--- src/rtl/rnic_lite_cfg_seq.sv ---
// Configuration sequencer: walks a (address, data) table into the AXI-lite
// transaction generator, then waits for traffic completion and read-back.
module rnic_lite_cfg_seq #(
    parameter int C_S_AXI_LITE_ADDR_WIDTH = 32,
    parameter int C_S_AXI_LITE_DATA_WIDTH = 32,
    parameter int C_TBL_DEPTH             = 16,
    parameter int C_IDX_W                 = 4,
    parameter int C_TIMEOUT               = 1024,
    parameter int C_TO_W                  = 16
) (
    input  logic                               s_axi_lite_aclk,
    input  logic                               s_axi_lite_arstn,
    input  logic                               tbl_wr_en,
    input  logic [C_IDX_W-1:0]                 tbl_wr_idx,
    input  logic [C_S_AXI_LITE_ADDR_WIDTH-1:0] tbl_wr_addr,
    input  logic [C_S_AXI_LITE_DATA_WIDTH-1:0] tbl_wr_data,
    input  logic [C_IDX_W:0]                   i_num_entries,
    input  logic                               i_start,
    output logic                               o_gen_txns,
    output logic [C_S_AXI_LITE_ADDR_WIDTH-1:0] o_addr,
    output logic [C_S_AXI_LITE_DATA_WIDTH-1:0] o_data,
    input  logic                               i_txns_done,
    input  logic                               i_traffic_done,
    output logic                               o_test_completed,
    input  logic                               i_final_reg_read_done,
    output logic                               o_busy,
    output logic                               o_cfg_done,
    output logic                               o_done,
    output logic                               o_error,
    output logic [1:0]                         o_err_state,
    output logic [C_IDX_W-1:0]                 o_cur_idx,
    output logic [C_IDX_W:0]                   o_wr_cnt
);

    typedef enum logic [2:0] {
        S_IDLE,
        S_WAIT_WR,
        S_TRAFFIC,
        S_RDBACK,
        S_DONE,
        S_ERR
    } state_t;

    localparam logic [C_IDX_W:0]  LP_DEPTH   = (C_IDX_W+1)'(C_TBL_DEPTH);
    localparam logic [C_TO_W-1:0] LP_TO_LAST = C_TO_W'(C_TIMEOUT - 1);

    state_t                             r_state;
    logic [C_S_AXI_LITE_ADDR_WIDTH-1:0] r_tbl_addr [C_TBL_DEPTH];
    logic [C_S_AXI_LITE_DATA_WIDTH-1:0] r_tbl_data [C_TBL_DEPTH];
    logic [C_IDX_W:0]                   r_n;
    logic [C_TO_W-1:0]                  r_timer;

    logic                               r_gen_txns;
    logic [C_S_AXI_LITE_ADDR_WIDTH-1:0] r_addr;
    logic [C_S_AXI_LITE_DATA_WIDTH-1:0] r_data;
    logic                               r_test_completed;
    logic                               r_busy;
    logic                               r_cfg_done;
    logic                               r_done;
    logic                               r_error;
    logic [1:0]                         r_err_state;
    logic [C_IDX_W-1:0]                 r_cur_idx;
    logic [C_IDX_W:0]                   r_wr_cnt;

    logic [C_IDX_W:0]                   w_n_eff;
    logic [C_IDX_W-1:0]                 w_next_idx;
    logic                               w_last;
    logic                               w_timeout;

    assign w_n_eff    = (i_num_entries > LP_DEPTH) ? LP_DEPTH : i_num_entries;
    assign w_next_idx = r_cur_idx + C_IDX_W'(1);
    assign w_last     = ({1'b0, r_cur_idx} == (r_n - (C_IDX_W+1)'(1)));
    assign w_timeout  = (r_timer == LP_TO_LAST);

    // Table is plain storage: survives reset so a restart can reuse it.
    always_ff @(posedge s_axi_lite_aclk) begin
        if (r_state == S_IDLE && tbl_wr_en) begin
            r_tbl_addr[tbl_wr_idx] <= tbl_wr_addr;
            r_tbl_data[tbl_wr_idx] <= tbl_wr_data;
        end
    end

    always_ff @(posedge s_axi_lite_aclk) begin
        if (!s_axi_lite_arstn) begin
            r_state          <= S_IDLE;
            r_n              <= '0;
            r_timer          <= '0;
            r_gen_txns       <= 1'b0;
            r_addr           <= '0;
            r_data           <= '0;
            r_test_completed <= 1'b0;
            r_busy           <= 1'b0;
            r_cfg_done       <= 1'b0;
            r_done           <= 1'b0;
            r_error          <= 1'b0;
            r_err_state      <= 2'b00;
            r_cur_idx        <= '0;
            r_wr_cnt         <= '0;
        end else begin
            r_gen_txns <= 1'b0;
            case (r_state)
                S_IDLE: begin
                    if (i_start) begin
                        r_busy <= 1'b1;
                        if (w_n_eff != '0) begin
                            r_n        <= w_n_eff;
                            r_addr     <= r_tbl_addr[0];
                            r_data     <= r_tbl_data[0];
                            r_gen_txns <= 1'b1;
                            r_cur_idx  <= '0;
                            r_timer    <= '0;
                            r_state    <= S_WAIT_WR;
                        end else begin
                            r_cfg_done <= 1'b1;
                            r_state    <= S_TRAFFIC;
                        end
                    end
                end
                // Address/data stay put until acked: the generator retries from them.
                S_WAIT_WR: begin
                    if (i_txns_done) begin
                        r_wr_cnt <= r_wr_cnt + (C_IDX_W+1)'(1);
                        if (w_last) begin
                            r_cfg_done <= 1'b1;
                            r_state    <= S_TRAFFIC;
                        end else begin
                            r_cur_idx  <= w_next_idx;
                            r_addr     <= r_tbl_addr[w_next_idx];
                            r_data     <= r_tbl_data[w_next_idx];
                            r_gen_txns <= 1'b1;
                            r_timer    <= '0;
                        end
                    end else if (w_timeout) begin
                        r_error     <= 1'b1;
                        r_err_state <= 2'b01;
                        r_busy      <= 1'b0;
                        r_state     <= S_ERR;
                    end else begin
                        r_timer <= r_timer + C_TO_W'(1);
                    end
                end
                S_TRAFFIC: begin
                    if (i_traffic_done) begin
                        r_test_completed <= 1'b1;
                        r_timer          <= '0;
                        r_state          <= S_RDBACK;
                    end
                end
                S_RDBACK: begin
                    if (i_final_reg_read_done) begin
                        r_done  <= 1'b1;
                        r_busy  <= 1'b0;
                        r_state <= S_DONE;
                    end else if (w_timeout) begin
                        r_error     <= 1'b1;
                        r_err_state <= 2'b10;
                        r_busy      <= 1'b0;
                        r_state     <= S_ERR;
                    end else begin
                        r_timer <= r_timer + C_TO_W'(1);
                    end
                end
                default: begin
                end
            endcase
        end
    end

    assign o_gen_txns       = r_gen_txns;
    assign o_addr           = r_addr;
    assign o_data           = r_data;
    assign o_test_completed = r_test_completed;
    assign o_busy           = r_busy;
    assign o_cfg_done       = r_cfg_done;
    assign o_done           = r_done;
    assign o_error          = r_error;
    assign o_err_state      = r_err_state;
    assign o_cur_idx        = r_cur_idx;
    assign o_wr_cnt         = r_wr_cnt;

endmodule

--- config.mk ---
export PLATFORM = sky130hd
export DESIGN_NAME = rnic_lite_cfg_seq
export DESIGN_NICKNAME = d
export VERILOG_FILES = /design/src/rtl/rnic_lite_cfg_seq.sv
export SDC_FILE = /design/constraint.sdc
export NUM_CORES = 1
export LEC_CHECK = 0
export BUFFER_PORTS_ARGS = -buffer_cell sky130_fd_sc_hd__buf_4
export CAP_MARGIN = 20
export CORE_ASPECT_RATIO = 0.6
export CORE_MARGIN = 5
export CORE_UTILIZATION = 64
export CTS_BUF_LIST = sky130_fd_sc_hd__clkbuf_4
export DETAILED_ROUTE_END_ITERATION = 8
export GPL_TIMING_DRIVEN = 0
export PLACE_DENSITY_LB_ADDON = 0.15
export SYNTH_ARGS = -nofsm -noshare
export SYNTH_HDL_FRONTEND = slang
export SYNTH_SLANG_ARGS = --single-unit
--- constraint.sdc ---
create_clock -name s_axi_lite_aclk -period 7 [get_ports s_axi_lite_aclk]
set_input_delay 0.35 -clock s_axi_lite_aclk [delete_from_list [all_inputs] [get_ports s_axi_lite_aclk]]
set_output_delay 0.35 -clock s_axi_lite_aclk [all_outputs]
set_load 0.05 [all_outputs]
==> impl_metrics.csv <==
group,metric,value,unit
clock_network,root_buffer,"clkbuf_4",
layout,nets,3017,
floorplanning,dieWidth,346,um
routing,ant_nets,0,
routing,first_iter_violations,4327,
clock_network,cts_max_level,5,
floorplanning,die-area,0.0733,mm^2
clock_network,cts_tree,"done",
global_route,grt_antenna_before_repair,5,
global_route,grt_use_total,31.3,%
routing,num_vias,26400,
synthesis,yosysTopAreaCell,"edfxtp_1",
clock_network,cts_buffer_depth,4,
timing,relSlewSlack,17.7,%
routing,vias_per_cell,6.52,
synthesis,yosys_register_bits,1129,
clock_network,numCtsBuffers,275,
timing,max_freq,252,MHz
run_status,status,"completed",
min_path,hold_path_depth,2,
placement,dpl_cell_area,0.0471,mm^2
floorplanning,rows,74,
floorplanning,initial_core_util,64.3,%
routing,dr.pass1.iters,6,
synthesis,seq_area_frac_synth,75.6,%
synthesis,netlist_top_cells_count,"1,024 x edfxtp_1, 191 x nand2_1, 186 x mux4_2",
worst_setup_path,crit_path_max_fanout,10,
routing,wl_per_cell,28.1,um
min_path,holdPathEnd,"r_tbl_data[11][3]$_DFFE_PP_",
clock_network,cts.sinks,1129,
worst_setup_path,critPathKind,"reg -> reg",
worst_setup_path,critPathLaunchType,"register",
worst_setup_path,worstPathArrival,4.91,ns
global_route,grt_first_pass_wirelength,168,mm
clock_network,clkTransAtPathRegs,0.08,ns
synthesis,synth_top_area_share,70.8,%
timing,grt_setup_unrepaired,"no",
synthesis,synth_flop_cell,"edfxtp_1",
layout,stdcell_area,0.0516,mm^2
synthesis,syn_area,0.0434,mm^2
synthesis,synth_most_common_cell,"edfxtp_1",
synthesis,ys_warn_count,0,
worst_setup_path,reg2reg_from,"o_cur_idx[2]$_SDFFE_PN0P_",
power,peakVddDrop,0.195,mV
worst_setup_path,critPathLaunch,"o_cur_idx[2]$_SDFFE_PN0P_",
worst_setup_path,reg2reg_to,"o_data[20]$_SDFFE_PN0P_",
floorplanning,coreArea,0.0676,mm^2
timing,finalMaxSlewViolations,0,
worst_setup_path,worst-r2r-setup-slack,3.03,ns
synthesis,synth.avg_cell_area,18.6,um^2
placement,dpl.hpwl,74.9,mm
routing,drc,0,
clock_network,ctsResizeCount,0,
power,p_leak,16.8,nW
timing,fin_worst_skew,0.0760,ns
clock_network,clk_latency,1.08,ns
placement,gp_congestion,0.886,
floorplanning,ios,161,
global_route,grt_pass1_vias,26400,
timing,period_share,56.8,%
timing,worst_pin_slew,1.23,ns
global_route,grt_max_degree,26,
synthesis,syn_nets,2425,
global_route,overflow,0,
layout,syn_to_final_growth,18.8,%
timing,setup_viol,0,
clock_network,post_cts_buffers,0,
min_path,hp-class,"in -> reg",
synthesis,synthCells,2341,
worst_setup_path,end_kind,"register",
synthesis,synth_cell_types,56,
floorplanning,die_y,212,um
power,p_per_area,302,mW/mm^2
synthesis,synth_edf_count,1024,
layout,drive_gt1_share,29.8,%
timing,timing.final.crit_period,3.97,ns
min_path,hold_start,"tbl_wr_data[3]",
worst_setup_path,r2r_cells,7,
timing,hold_viol,0,
job,maxCapViolations,0,
synthesis,synthTopCellsByArea,"edfxtp_1 71%, mux4_2 9.6%, dfxtp_1 4.8%",
routing,routed_wirelength,114,mm
worst_setup_path,crit_required,7.93,ns
synthesis,ys_async_sr_fraction,0,%
timing,finalSetupTns,0,ns
placement,io_buffers,160,
==> per-stage QoR <==
stage	total power [mW]	util, %	worst slack [ns]	hold slack (ns)	cells
floorplan	9.17	-	0.867	0.445	2341
global placement	9.97	67.7	-4.87	0.462	3413
detailed placement	10.1	69.7	3.18	0.471	3482
CTS	15.6	76.3	3.22	0.0661	4040
global route	16.2	76.3	3.07	0.0637	4046
finish	15.6	76.3	3.03	0.132	4047
==> flip-flops by register name (all words and copies together) (netlist names), 2 cells and up <==
signal	count
o_addr	32
r_n	5
r_timer	16
r_tbl_data	512
o_wr_cnt	5
o_data	32
r_state	3
o_cur_idx	4
r_tbl_addr	512
o_err_state	2
==> worst max-delay path, cell delays in order (launching register included) <==
cell and delay, ns:
dfxtp_1 0.38, buf_2 0.30, nand3_1 0.18, xor2_1 0.98
nand2_1 0.85, clkbuf_1 0.53, a31oi_1 0.49, o41ai_1 0.14
==> how the worst max path moves through the flow <==
stage | end | slack, ns | depth (start not counted)
final | o_data[20]$_SDFFE_PN0P_ | 3.03 | 7
after global routing | o_addr[5]$_SDFFE_PN0P_ | 3.07 | 8
after CTS | o_data[28]$_SDFFE_PN0P_ | 3.22 | 8
after detailed placement | o_data[20]$_SDFFE_PN0P_ | 3.18 | 9
after global placement | r_tbl_addr[8][29]$_DFFE_PP_ | -4.87 | 6
after floorplan | r_tbl_addr[0][0]$_DFFE_PP_ | 0.87 | 5
==> power by group <==
| group | switching (mW) | total (mW) | internal [mW] |
|---|---|---|---|
| Sequential | 0.129 | 7.69 | 7.56 |
| Clock | 2.52 | 5.60 | 3.09 |
| Combinational | 1.53 | 2.30 | 0.768 |
| Total | 4.18 | 15.6 | 11.4 |
==> area by class of cell <==
| cell class | instances | area (um^2) |
|---|---|---|
| Antenna cell | 5 | 12.5 |
| Buffer | 142 | 627 |
| Clock buffer | 418 | 3140 |
| Clock inverter | 56 | 475 |
| Fill cell | 3778 | 16000 |
| Inverter | 9 | 33.8 |
| Multi-Input combinational cell | 1061 | 10000 |
| Sequential cell | 1129 | 32900 |
| Tap cell | 912 | 1140 |
| Timing Repair Buffer | 315 | 3280 |
==> placed cells by master (no fill, tap or decap), types with 6 or more instances in the layout <==
master / n
edfxtp_1: 1024
clkbuf_4: 418
nand2_1: 191
mux4_2: 186
buf_4: 171
mux2i_1: 148
dfxtp_1: 105
nor2_1: 93
dlygate4sd3_1: 84
clkbuf_1: 77
a221oi_1: 76
buf_2: 48
nand3_1: 48
a21oi_1: 42
clkinv_1: 39
o21ai_0: 32
a32o_1: 30
o221ai_1: 30
o211ai_1: 26
buf_6: 26
buf_12: 24
o21ai_1: 14
buf_16: 13
nor2_4: 12
and2_1: 11
xor2_1: 10
a31oi_1: 10
bufinv_16: 10
inv_1: 9
buf_1: 8
nand4_1: 7
or4_1: 7
a32oi_1: 7
or3_1: 6
a211oi_1: 6
o41ai_1: 6
buf_8: 6
==> timing repair <==
| action | 4_1_cts | 5_1_grt |
|---|---|---|
| hold buffers | 84 | 0 |
| endpoints found under the hold margin | 1164 | 0 |
| endpoints found under the setup margin | 0 | 0 |
==> per-layer routing <==
| layer | wire [um] | vias up | global-route usage, % |
|---|---|---|---|
| li1 | - | 10900 | - |
| met1 | 44400 | 13200 | 46.8 |
| met2 | 51700 | 2030 | 45.9 |
| met3 | 15500 | 202 | 9.23 |
| met4 | 2140 | 4 | 9.14 |
| met5 | 22 | - | 0 |
==> cell families (layout without fill, tap and decap cells) <==
logic type / after synthesis / count (layout) / synth area share [%]
and+or+nand+nor: 406 / 406 / 4.06
other: 0 / 5 / 0
muxes: 335 / 335 / 13.1
AOI/OAI and AO/OA: 299 / 299 / 5.21
DFF: 1129 / 1129 / 75.6
xor gates and xnor gates: 17 / 17 / 0.377
buffers and inverters: 151 / 940 / 1.52
adders and majority gates: 4 / 4 / 0.115
No activity file was read; power rests on OpenSTA's default activity.
